<file path="src/rtl/enc_sched_pkg.sv">
// Shared constants, read-FSM encoding and output bundle for the turbo encoder block scheduler.
package enc_sched_pkg;

   localparam int K_SMALL  = 1056;
   localparam int K_LARGE  = 6144;
   localparam int TAIL_LEN = 6;
   localparam int CNT_W    = 13;

   localparam logic [CNT_W-1:0] CNT_ONE   = CNT_W'(1);
   localparam logic [CNT_W-1:0] TAIL_CNT  = CNT_W'(TAIL_LEN);
   localparam logic [CNT_W-1:0] TAIL_HALF = CNT_W'(TAIL_LEN / 2);

   typedef enum logic [2:0] {
      ST_IDLE = 3'd0,
      ST_LOAD = 3'd1,
      ST_DATA = 3'd2,
      ST_TAIL = 3'd3,
      ST_DONE = 3'd4
   } rd_state_t;

   typedef struct packed {
      logic delay_ren;
      logic enc_clr;
      logic enc_en;
      logic close_switch;
      logic tail_mode;
      logic out_valid;
      logic out_tail;
      logic blk_done;
   } rd_out_t;

   function automatic logic [CNT_W-1:0] blk_len(input logic blocksize);
      return blocksize ? CNT_W'(K_LARGE) : CNT_W'(K_SMALL);
   endfunction

endpackage

</file>
<file path="src/rtl/enc_block_scheduler_if.sv">
// CBS/interleaver handshake inputs and encoder datapath controls of the block scheduler.
interface enc_block_scheduler_if;

   logic       cbs_ready;
   logic       cbs_blocksize;
   logic       int_ready;
   logic       delay_wen;
   logic       delay_ren;
   logic       enc_clr;
   logic       enc_en;
   logic       enc_mode;
   logic       close_switch;
   logic       tail_mode;
   logic       out_valid;
   logic       out_tail;
   logic       blk_done;
   logic       q_full;
   logic       err_ovf;
   logic [2:0] state;

   modport master (
      output cbs_ready, cbs_blocksize, int_ready,
      input  delay_wen, delay_ren, enc_clr, enc_en, enc_mode, close_switch,
             tail_mode, out_valid, out_tail, blk_done, q_full, err_ovf, state
   );

   modport slave (
      input  cbs_ready, cbs_blocksize, int_ready,
      output delay_wen, delay_ren, enc_clr, enc_en, enc_mode, close_switch,
             tail_mode, out_valid, out_tail, blk_done, q_full, err_ovf, state
   );

endinterface

</file>
<file path="src/rtl/enc_desc_fifo.sv">
// Two-entry, one-bit descriptor queue; a push into a full queue is taken only when a pop
// happens in the same cycle, in which case the popped slot is reused.
module enc_desc_fifo (
   input  logic clk,
   input  logic rst,
   input  logic push,
   input  logic push_dat,
   input  logic pop,
   output logic head,
   output logic full,
   output logic empty
);

   logic [1:0] mem;
   logic       wr_ptr;
   logic       rd_ptr;
   logic [1:0] cnt;
   logic       do_push;
   logic       do_pop;

   assign do_push = push & (~full | pop);
   assign do_pop  = pop & ~empty;

   always_ff @(posedge clk or posedge rst) begin
      if (rst) begin
         mem    <= '0;
         wr_ptr <= 1'b0;
         rd_ptr <= 1'b0;
         cnt    <= '0;
      end else begin
         if (do_push) begin
            mem[wr_ptr] <= push_dat;
            wr_ptr      <= ~wr_ptr;
         end
         if (do_pop) begin
            rd_ptr <= ~rd_ptr;
         end
         case ({do_push, do_pop})
            2'b10:   cnt <= cnt + 2'd1;
            2'b01:   cnt <= cnt - 2'd1;
            default: cnt <= cnt;
         endcase
      end
   end

   assign head  = mem[rd_ptr];
   assign full  = cnt[1];
   assign empty = (cnt == 2'd0);

endmodule

</file>
<file path="src/rtl/enc_block_scheduler.sv">
// Turbo encoder block sequencer: write engine fills the delay line per announced block,
// read FSM runs LOAD/DATA/TAIL/DONE per queued descriptor; all outputs are registered.
module enc_block_scheduler
   import enc_sched_pkg::*;
(
   input  logic                 clk,
   input  logic                 rst,
   enc_block_scheduler_if.slave bus
);

   logic [CNT_W-1:0] wcnt;
   logic             wr_busy;
   logic             accept;
   logic             pop;
   logic             q_head;
   logic             q_full;
   logic             q_empty;
   logic             wen_q;
   logic             ovf_q;
   logic             enc_mode_q;

   rd_state_t        st, st_nxt;
   logic [CNT_W-1:0] rcnt, rcnt_nxt;
   rd_out_t          o_nxt, o_q;

   // A pop frees a slot in the same cycle, so fullness never blocks a push then.
   assign wr_busy = (wcnt != '0);
   assign pop     = (st == ST_DONE);
   assign accept  = bus.cbs_ready & ~wr_busy & (~q_full | pop);

   enc_desc_fifo u_desc_fifo (
      .clk      (clk),
      .rst      (rst),
      .push     (accept),
      .push_dat (bus.cbs_blocksize),
      .pop      (pop),
      .head     (q_head),
      .full     (q_full),
      .empty    (q_empty)
   );

   always_ff @(posedge clk or posedge rst) begin
      if (rst) begin
         wcnt  <= '0;
         wen_q <= 1'b0;
         ovf_q <= 1'b0;
      end else begin
         if (accept) begin
            wcnt <= blk_len(bus.cbs_blocksize);
         end else if (wr_busy) begin
            wcnt <= wcnt - CNT_ONE;
         end
         wen_q <= accept | (wcnt > CNT_ONE);
         ovf_q <= ovf_q | (bus.cbs_ready & ~accept);
      end
   end

   always_ff @(posedge clk or posedge rst) begin
      if (rst) begin
         st   <= ST_IDLE;
         rcnt <= '0;
      end else begin
         st   <= st_nxt;
         rcnt <= rcnt_nxt;
      end
   end

   always_comb begin
      st_nxt   = st;
      rcnt_nxt = rcnt;
      case (st)
         ST_IDLE: begin
            if (~q_empty && bus.int_ready) begin
               st_nxt = ST_LOAD;
            end
         end
         ST_LOAD: begin
            st_nxt   = ST_DATA;
            rcnt_nxt = blk_len(enc_mode_q);
         end
         ST_DATA: begin
            if (rcnt == CNT_ONE) begin
               st_nxt   = ST_TAIL;
               rcnt_nxt = TAIL_CNT;
            end else if (rcnt != '0) begin
               rcnt_nxt = rcnt - CNT_ONE;
            end
         end
         ST_TAIL: begin
            if (rcnt == CNT_ONE) begin
               st_nxt   = ST_DONE;
               rcnt_nxt = '0;
            end else if (rcnt != '0) begin
               rcnt_nxt = rcnt - CNT_ONE;
            end
         end
         ST_DONE: begin
            st_nxt = ST_IDLE;
         end
         default: begin
            st_nxt   = ST_IDLE;
            rcnt_nxt = '0;
         end
      endcase
   end

   // Decoded from the next state so the registered outputs line up with the state register.
   always_comb begin
      o_nxt = '0;
      case (st_nxt)
         ST_LOAD: begin
            o_nxt.enc_clr = 1'b1;
         end
         ST_DATA: begin
            o_nxt.delay_ren = 1'b1;
            o_nxt.enc_en    = 1'b1;
            o_nxt.out_valid = 1'b1;
         end
         ST_TAIL: begin
            o_nxt.enc_en       = 1'b1;
            o_nxt.close_switch = 1'b1;
            o_nxt.out_valid    = 1'b1;
            o_nxt.out_tail     = 1'b1;
            o_nxt.tail_mode    = (rcnt_nxt <= TAIL_HALF);
         end
         ST_DONE: begin
            o_nxt.blk_done = 1'b1;
         end
         default: begin
            o_nxt = '0;
         end
      endcase
   end

   always_ff @(posedge clk or posedge rst) begin
      if (rst) begin
         o_q        <= '0;
         enc_mode_q <= 1'b0;
      end else begin
         o_q <= o_nxt;
         if (st == ST_IDLE && st_nxt == ST_LOAD) begin
            enc_mode_q <= q_head;
         end
      end
   end

   assign bus.delay_wen    = wen_q;
   assign bus.delay_ren    = o_q.delay_ren;
   assign bus.enc_clr      = o_q.enc_clr;
   assign bus.enc_en       = o_q.enc_en;
   assign bus.enc_mode     = enc_mode_q;
   assign bus.close_switch = o_q.close_switch;
   assign bus.tail_mode    = o_q.tail_mode;
   assign bus.out_valid    = o_q.out_valid;
   assign bus.out_tail     = o_q.out_tail;
   assign bus.blk_done     = o_q.blk_done;
   assign bus.q_full       = q_full;
   assign bus.err_ovf      = ovf_q;
   assign bus.state        = st;

endmodule

</file>
<file path="src/flat_wrapper.sv">
// flat-port wrapper written by rule: the top's interface ports become plain ports
module enc_block_scheduler_flat import enc_sched_pkg::*;
  (clk, rst, bus_cbs_ready, bus_cbs_blocksize, bus_int_ready, bus_delay_wen, bus_delay_ren, bus_enc_clr, bus_enc_en, bus_enc_mode, bus_close_switch, bus_tail_mode, bus_out_valid, bus_out_tail, bus_blk_done, bus_q_full, bus_err_ovf, bus_state);
  enc_block_scheduler_if bus_i ();
  input  logic clk;
  input  logic rst;
  input wire logic [$bits(bus_i.cbs_ready)-1:0] bus_cbs_ready;
  input wire logic [$bits(bus_i.cbs_blocksize)-1:0] bus_cbs_blocksize;
  input wire logic [$bits(bus_i.int_ready)-1:0] bus_int_ready;
  output wire logic [$bits(bus_i.delay_wen)-1:0] bus_delay_wen;
  output wire logic [$bits(bus_i.delay_ren)-1:0] bus_delay_ren;
  output wire logic [$bits(bus_i.enc_clr)-1:0] bus_enc_clr;
  output wire logic [$bits(bus_i.enc_en)-1:0] bus_enc_en;
  output wire logic [$bits(bus_i.enc_mode)-1:0] bus_enc_mode;
  output wire logic [$bits(bus_i.close_switch)-1:0] bus_close_switch;
  output wire logic [$bits(bus_i.tail_mode)-1:0] bus_tail_mode;
  output wire logic [$bits(bus_i.out_valid)-1:0] bus_out_valid;
  output wire logic [$bits(bus_i.out_tail)-1:0] bus_out_tail;
  output wire logic [$bits(bus_i.blk_done)-1:0] bus_blk_done;
  output wire logic [$bits(bus_i.q_full)-1:0] bus_q_full;
  output wire logic [$bits(bus_i.err_ovf)-1:0] bus_err_ovf;
  output wire logic [$bits(bus_i.state)-1:0] bus_state;
  assign bus_i.cbs_ready = bus_cbs_ready;
  assign bus_i.cbs_blocksize = bus_cbs_blocksize;
  assign bus_i.int_ready = bus_int_ready;
  assign bus_delay_wen = bus_i.delay_wen;
  assign bus_delay_ren = bus_i.delay_ren;
  assign bus_enc_clr = bus_i.enc_clr;
  assign bus_enc_en = bus_i.enc_en;
  assign bus_enc_mode = bus_i.enc_mode;
  assign bus_close_switch = bus_i.close_switch;
  assign bus_tail_mode = bus_i.tail_mode;
  assign bus_out_valid = bus_i.out_valid;
  assign bus_out_tail = bus_i.out_tail;
  assign bus_blk_done = bus_i.blk_done;
  assign bus_q_full = bus_i.q_full;
  assign bus_err_ovf = bus_i.err_ovf;
  assign bus_state = bus_i.state;
  enc_block_scheduler u_core (.clk(clk), .rst(rst), .bus(bus_i));
endmodule
</file>
<file path="config.mk">
export PLATFORM = sky130hd
export DESIGN_NAME = enc_block_scheduler_flat
export DESIGN_NICKNAME = d
export VERILOG_FILES = /design/src/rtl/enc_sched_pkg.sv /design/src/rtl/enc_block_scheduler_if.sv /design/src/rtl/enc_desc_fifo.sv /design/src/rtl/enc_block_scheduler.sv /design/src/flat_wrapper.sv
export SDC_FILE = /design/constraint.sdc
export NUM_CORES = 1
export LEC_CHECK = 0
export ABC_AREA = 1
export BUFFER_PORTS_ARGS = -buffer_cell sky130_fd_sc_hd__buf_2
export CORE_ASPECT_RATIO = 0.6
export CORE_UTILIZATION = 64
export DETAILED_ROUTE_END_ITERATION = 7
export GPL_TIMING_DRIVEN = 1
export PLACE_DENSITY = 0.92
export SLEW_MARGIN = 30
export SYNTH_ARGS = -nofsm -noshare
export SYNTH_HDL_FRONTEND = slang
export SYNTH_HIERARCHICAL = 1
export SYNTH_SLANG_ARGS = --single-unit
</file>
<file path="constraint.sdc">
create_clock -name clk -period 3.15 [get_ports clk]
set_input_delay 0.63 -clock clk [delete_from_list [all_inputs] [get_ports clk]]
set_output_delay 0.63 -clock clk [all_outputs]
set_load 0.1 [all_outputs]
</file>
==> results.py, run 1 <==
metrics = {
    "power_and_ir_drop": {
        "clockPowerShare_pct": 30.2,
        "vdd_drop_max_mv": 0.2761,
        "finalPower_mw": 1.216,
        "internal_power_uw": 859.2,
        "p_leak_nw": 1.463,
        "power_per_cell_area_mw_per_mm2": 432.7,
        "swShare_pct": 29.34,
        "sequentialPowerShare_pct": 56.4,
        "p_sw_uw": 356.8,
        "power_frac_comb_pct": 13.4,
    },
    "worst_setup_path": {
        "reg2reg_to": "u_core/u_desc_fifo/cnt[1]",
        "worstSetupStartpointType": "register",
        "crit_fanout": 5,
        "cp_data_required_time_ns": 3.35,
        "worst-path-buf-inv": 4,
        "r2r_slack_ns": 0.71,
        "critPathKind": "register to register",
        "reg2reg_depth": 14,
        "max_stage_delay_ns": 0.44,
        "rr_startpoint": "u_core/wcnt[0]",
        "cpMaxStageDelayCell": "dfrtp_1",
        "critPathArrivalTime_ns": 2.64,
        "end_kind": "register",
        "cpLargestDelayFamily": "simple AND/OR/NAND/NOR gates",
        "crit_top_cell": "inv_1",
        "cp_cell_sequence": "inv_1, ha_1, inv_1, nor3_2, nand2_1, nor2_4, nand3_1, inv_1, nand2_2, ha_1, inv_1, nand3_1, nand2_1, nand2_1",
    },
    "clocking": {
        "cts_resized": 0,
        "hold_buffers": 0,
        "cts_num_sinks": 44,
        "path_clk_slew_ns": 0.08,
        "clk_root_buffer_cell": "clkbuf_8",
        "clk-insertion-delay-late_ns": 0.30,
        "ctsLongestPathBuffers": 2,
        "post-cts-setup-buffers": 0,
        "cts_tree": "built",
        "cts_made_buffers": 5,
        "htreeDepth": 2,
    },
    "logic_synthesis": {
        "synth-edff-count": 0,
        "synth_seq_cells": 44,
        "avgSynthCellArea_um2": 7.745,
        "synth_nets": 343,
        "yosysUniqueCellTypes": 38,
        "syn_area_mm2": 0.002571,
        "yosysWarnings": 6,
        "synth_seq_area_share_pct": 42.82,
        "synth_flop_cell": "dfrtp_1",
        "synth-async-reset-ratio_pct": 100.0,
        "syn_inst": 332,
    },
    "status": {
        "status": "complete, but fails checks",
        "violations": "design-rule violations",
    },
    "global_route": {
        "antenna_found_initial": 0,
        "grt_pass1_wl_mm": 9.887,
        "grt_max_degree": 39,
        "grt_pass1_vias": 2073,
        "grt.overflow.total": 0,
        "track_usage_pct": 30.96,
    },
    "placed_design": {
        "dpl.hpwl_mm": 4.576,
        "gp_congestion": 0.9582,
        "port_buffers": 19,
        "dpl_cell_area_mm2": 0.002718,
    },
    "routing": {
        "viasPerCell": 5.840,
        "ant_nets": 0,
        "drtIter0Drc": 310,
        "drcViolationCount": 4,
        "first_pass_iters": 8,
        "dr_total_vias": 2365,
        "routed_wl_mm": 6.106,
        "wire_per_inst_um": 15.08,
    },
    "floorplan": {
        "placement_rows": 17,
        "core_area_mm2": 0.003765,
        "floorplan.initialDensity_pct": 68.30,
        "die_x_um": 83.83,
        "dieArea_mm2": 0.004283,
        "io-pin-count": 20,
        "die_h_um": 51.10,
    },
    "sta": {
        "final-setup-viol-count": 0,
        "tightest_slew_ns": 0.4907,
        "skew_ns": 0.004750,
        "final.setup.tns_ns": 0,
        "timing.slew.headroom_pct": 67.29,
        "rsz0062_at_grt": "no",
        "post-route-min-period_ns": 2.441,
        "slew_viol_final": 0,
        "finalHoldViolations": 0,
        "layout_worst_path_cycle_share_pct": 77.50,
        "holdWs_ns": 0.2372,
        "max_freq_mhz": 409.6,
    },
    "finish": {
        "drive_gt1_share_pct": 17.88,
        "area_delta_synth_final_pct": 9.295,
        "antenna_cells": 0,
        "final_nets": 368,
        "fin_area_mm2": 0.002810,
        "fill_cells": 294,
    },
    "run": {
        "drv.max_cap_violation_count": 0,
    },
    "min_path": {
        "hold_path.class": "input pin to asynchronous set/reset pin",
    },
}
## worst max-delay path by stage
stage                                   start                   endpoint  slack [ns]  cells after the start
after global placement         u_core/wcnt[0]  u_core/u_desc_fifo/cnt[1]        0.93                     14
after global routing           u_core/wcnt[0]  u_core/u_desc_fifo/cnt[1]        0.52                     14
after CTS                      u_core/wcnt[0]  u_core/u_desc_fifo/cnt[1]        0.74                     14
after detailed placement       u_core/wcnt[0]  u_core/u_desc_fifo/cnt[1]        0.75                     14
final                          u_core/wcnt[0]  u_core/u_desc_fifo/cnt[1]        0.71                     14
after floorplan           u_core/bus.state[0]  u_core/u_desc_fifo/cnt[1]        0.67                     11
## synth_stat cells, types with 3 or more instances
cell type  number  area share (%)
nor2_1         35             5.1
ha_1            6             2.9
nand3_2         3             1.2
nor3_1          5            0.97
nor2_2          6             1.5
dfrtp_1        44              43
nand2_1        77              11
o22ai_1         3            0.73
nand4_1         5             1.2
xor2_1          7             2.4
o21ai_0         6             1.2
nand3_1        24             4.7
nand2_4         3             1.3
nand2_2        10             2.4
inv_1          57             8.3
a21oi_1        10             1.9
xnor2_1         3             1.0
nor2_4          3             1.3
## worst reg2reg max path: cells and delay by family (launching register included)
family | cells | cell delay [ns]
adders and majority gates | 2 | 0.46
buffers and inverters | 4 | 0.43
and+or+nand+nor | 8 | 1.03
DFF | 1 | 0.44
## final cells by class
type	instances	area (um^2)	area share (%)
Clock inverter	2	10.01	0.3562
Multi-Input combinational cell	226	1229	43.72
Sequential cell	44	1101	39.18
Tap cell	47	58.81	2.093
Timing Repair Buffer	20	102.6	3.651
Clock buffer	6	82.58	2.939
Inverter	60	226.5	8.059
## cells by family (layout without fill, tap and decap cells)
| group | Yosys count | after routing | synth area share [%] |
|---|---|---|---|
| flops | 44 | 44 | 42.82 |
| xor+xnor | 10 | 10 | 3.407 |
| buf+inv | 62 | 88 | 9.392 |
| compound gates | 32 | 32 | 7.738 |
| simple gates | 178 | 178 | 33.72 |
| fa+ha+maj | 6 | 6 | 2.920 |
## stage by stage
stage               util, %  instances  worst slack [ns]
global route          74.64        405            0.5188
CTS                   74.64        405            0.7356
finish                74.64        405            0.7088
global placement      72.18        397            0.9301
floorplan                 -        332            0.6683
detailed placement    72.18        397            0.7486
## cell usage in the layout (no fill, tap or decap), types with 5 or more instances in the layout
| master | instances |
|---|---|
| nor2_1 | 35 |
| xor2_1 | 7 |
| a21oi_1 | 10 |
| nor3_1 | 5 |
| dfrtp_1 | 44 |
| nand3_1 | 24 |
| ha_1 | 6 |
| clkbuf_8 | 6 |
| nand2_1 | 77 |
| o21ai_0 | 6 |
| nor2_2 | 6 |
| inv_1 | 57 |
| nand4_1 | 5 |
| nand2_2 | 10 |
| buf_2 | 19 |
## state kept, by name, indices dropped and copies added (netlist names), 2 cells and up
signal,cells
u_core/bus.state,3
u_core/u_desc_fifo/mem,2
u_core/u_desc_fifo/cnt,2
u_core/rcnt,13
u_core/wcnt,13
## layer usage
layer / vias up / GRT usage (%) / wire length (um)
met5: - / 0 / 0
met3: 35 / 7.916 / 637
met1: 1095 / 46.38 / 2815
met4: 0 / 10.92 / 193
met2: 143 / 43.44 / 2460
li1: 1092 / - / -
## power by group through the flow
stage | sequential (mW) | combinational, mW | clock (mW)
final | 0.686 | 0.163 | 0.367
after global routing | 0.687 | 0.183 | 0.396
after CTS | 0.682 | 0.163 | 0.373
after detailed placement | 0.692 | 0.158 | 0
after global placement | 0.685 | 0.148 | 0
after floorplan | 0.679 | 0.120 | 0
(Power assumes the default switching activity.)
==> run 2: changes to the inputs <==
Settings changed: ABC_AREA 1 to 0, CORE_UTILIZATION 64 to 59, PLACE_DENSITY 0.92 to 0.87.
Clock period 3.15 ns to 2.5 ns, I/O delays scaled along.
==> results.py, run 2 <==
metrics = {
    "power_and_ir_drop": {
        "p_leak_nw": 1.234,
        "power_per_cell_area_mw_per_mm2": 1006,
        "vdd_drop_max_mv": 0.6947,
    },
    "global_route": {
        "antenna_found_initial": 0,
        "track_usage_pct": 30.16,
        "grt_pass1_vias": 1909,
        "grt.overflow.total": 0,
        "grt_pass1_wl_mm": 9.735,
        "grt_max_degree": 39,
    },
    "placed_design": {
        "port_buffers": 19,
        "dpl_cell_area_mm2": 0.002671,
        "dpl.hpwl_mm": 4.479,
        "gp_congestion": 0.9655,
        "place_inst": 338,
        "place_ws_ns": 0.1224,
    },
    "finish": {
        "final_nets": 299,
        "drive_gt1_share_pct": 20.42,
        "antenna_cells": 0,
        "final_cell_mix": "dfrtp_1 (41), nor2_1 (30), nand2_1 (21)",
        "fin_cells": 346,
        "fin_area_mm2": 0.002768,
        "final_common_cell": "dfrtp_1",
        "area_delta_synth_final_pct": 11.44,
    },
    "routing": {
        "routed_wl_mm": 6.087,
        "drcViolationCount": 0,
        "ant_nets": 0,
        "first_pass_iters": 5,
        "wire_per_inst_um": 17.59,
        "dr_total_vias": 2204,
        "viasPerCell": 6.370,
        "drtIter0Drc": 211,
    },
    "floorplan": {
        "die_x_um": 85.76,
        "io-pin-count": 20,
        "core_area_mm2": 0.003850,
        "die_h_um": 52.26,
        "dieArea_mm2": 0.004481,
        "placement_rows": 17,
        "floorplan.initialDensity_pct": 64.51,
    },
    "logic_synthesis": {
        "synthTopCellsByArea": "dfrtp_1 (44%), nor2_1 (4.5%), nand2_1 (3.3%), a21oi_1 (3.2%), ha_1 (3.0%)",
        "yosysTopAreaCell": "dfrtp_1",
        "synth_most_common_cell": "dfrtp_1",
        "yosysWarnings": 6,
        "avgSynthCellArea_um2": 9.408,
        "syn_area_mm2": 0.002484,
        "synth_nets": 275,
        "synth_seq_area_share_pct": 44.33,
        "synth_top_cells_by_count": "dfrtp_1 (44), nor2_1 (30), nand2_1 (22)",
        "synth_flop_cell": "dfrtp_1",
        "synth-edff-count": 0,
        "yosysUniqueCellTypes": 60,
        "yosys.area.top_type_share_pct": 44.33,
        "synth-async-reset-ratio_pct": 100.0,
        "syn_inst": 264,
        "synth_seq_cells": 44,
    },
    "worst_setup_path": {
        "critPathArrivalTime_ns": 2.53,
        "reg2reg_depth": 8,
        "cp_data_required_time_ns": 2.68,
        "crit_end": "u_core/bus.tail_mode",
        "critPathKind": "register to register",
        "end_kind": "register",
        "rr_startpoint": "u_core/rcnt[1]",
        "startpoint": "u_core/rcnt[1]",
        "reg2reg_to": "u_core/bus.tail_mode",
        "crit_fanout": 7,
        "r2r_slack_ns": 0.15,
        "worstSetupStartpointType": "register",
    },
    "sta": {
        "final-setup-viol-count": 0,
        "skew_ns": 0.008870,
        "final.setup.tns_ns": 0,
        "max_freq_mhz": 424.8,
        "post-route-min-period_ns": 2.354,
        "setup_ws_ns": 0.1460,
        "finalHoldViolations": 0,
        "tightest_slew_ns": 0.6195,
        "layout_worst_path_cycle_share_pct": 94.16,
        "timing.slew.headroom_pct": 58.12,
        "rsz0062_at_grt": "no",
        "slew_viol_final": 0,
    },
    "clocking": {
        "htreeDepth": 2,
        "ctsLongestPathBuffers": 2,
        "path_clk_slew_ns": 0.08,
        "post-cts-setup-buffers": 0,
        "cts_made_buffers": 5,
        "clk-insertion-delay-late_ns": 0.30,
        "cts_num_sinks": 44,
        "hold_buffers": 0,
        "clk_root_buffer_cell": "clkbuf_8",
        "cts_tree": "built",
    },
    "min_path": {
        "hold_path.class": "input pin to asynchronous set/reset pin",
    },
    "run": {
        "drv.max_cap_violation_count": 0,
    },
    "status": {
        "status": "finished clean",
    },
}
## run 2: cell count changes in the layout (fill, tap and decap cells not counted), moves of 7 or more
| cell | before | now |
|---|---|---|
| nand2_1 | 77 | 21 |
| nand3_1 | 24 | 11 |
| buf_4 | 1 | 8 |
| nor4_1 | 0 | 8 |
| nand2_2 | 10 | 1 |
| inv_1 | 57 | 11 |
## run 2: metrics by stage
stage | hold slack [ns] | util [%] | power, mW
global placement | 0.4292 | 69.39 | 2.287
detailed placement | 0.4375 | 69.39 | 2.307
finish | 0.1122 | 71.89 | 2.785
global route | 0.1327 | 71.89 | 2.926
CTS | 0.1178 | 71.50 | 2.738
floorplan | 0.2910 | - | 2.038
## run 2: kinds of logic after synthesis
group,Yosys count,synth area share (%)
AO/OA/AOI/OAI,52,13.60
XOR/XNOR,11,3.879
adder cells (fa/ha/maj),6,3.023
buffers and inverters,23,3.979
flip-flops,44,44.33
multiplexers,6,2.670
AND/OR/NAND/NOR,122,28.51
## run 2: final cells by class
| class | count | area [um^2] |
|---|---|---|
| Multi-Input combinational cell | 197 | 1301 |
| Sequential cell | 44 | 1110 |
| Fill cell | 275 | 1082 |
| Timing Repair Buffer | 27 | 155.1 |
| Clock buffer | 7 | 76.32 |
| Tap cell | 57 | 71.32 |
| Inverter | 13 | 48.80 |
| Clock inverter | 1 | 5.005 |
## run 2: layer usage
layer / global-route usage (%) / part of all wire, % / up-vias / wire, um
li1: - / - / 993 / -
met1: 46.45 / 48 / 1042 / 2919
met2: 39.33 / 38 / 156 / 2292
met3: 9.134 / 12 / 13 / 754
met4: 10.56 / 2.0 / 0 / 120
met5: 0 / 0 / - / 0
## run 2: worst max-delay path, cell delays in order (launching register included)
cell	delay [ns]
dfrtp_1	0.40
inv_1	0.10
ha_1	0.25
nor4b_2	0.19
and3_2	0.26
nor2_1	0.43
a41oi_1	0.25
o211ai_1	0.31
nor4_2	0.07
## run 2: repair_timing
item / CTS / global route
resized for setup: 0 / 4
hold endpoints to repair: 0 / 0
setup endpoints to repair: 0 / 2
## run 2: worst min path at each step
stage | startpoint | end | slack, ns
5_1_grt | rst | u_core/u_desc_fifo/cnt[0] | 0.13
4_1_cts | rst | u_core/u_desc_fifo/mem[0] | 0.12
3_3_place_gp | rst | u_core/u_desc_fifo/wr_ptr | 0.43
2_1_floorplan | rst | u_core/u_desc_fifo/cnt[0] | 0.29
3_5_place_dp | rst | u_core/u_desc_fifo/cnt[0] | 0.44
6_report | rst | u_core/u_desc_fifo/cnt[0] | 0.11
## run 2: report_power, final
part / switching [mW] / internal, mW
combinational: 0.882 / 0.434
clock: 0.235 / 0.196
sequential: 0.199 / 0.838
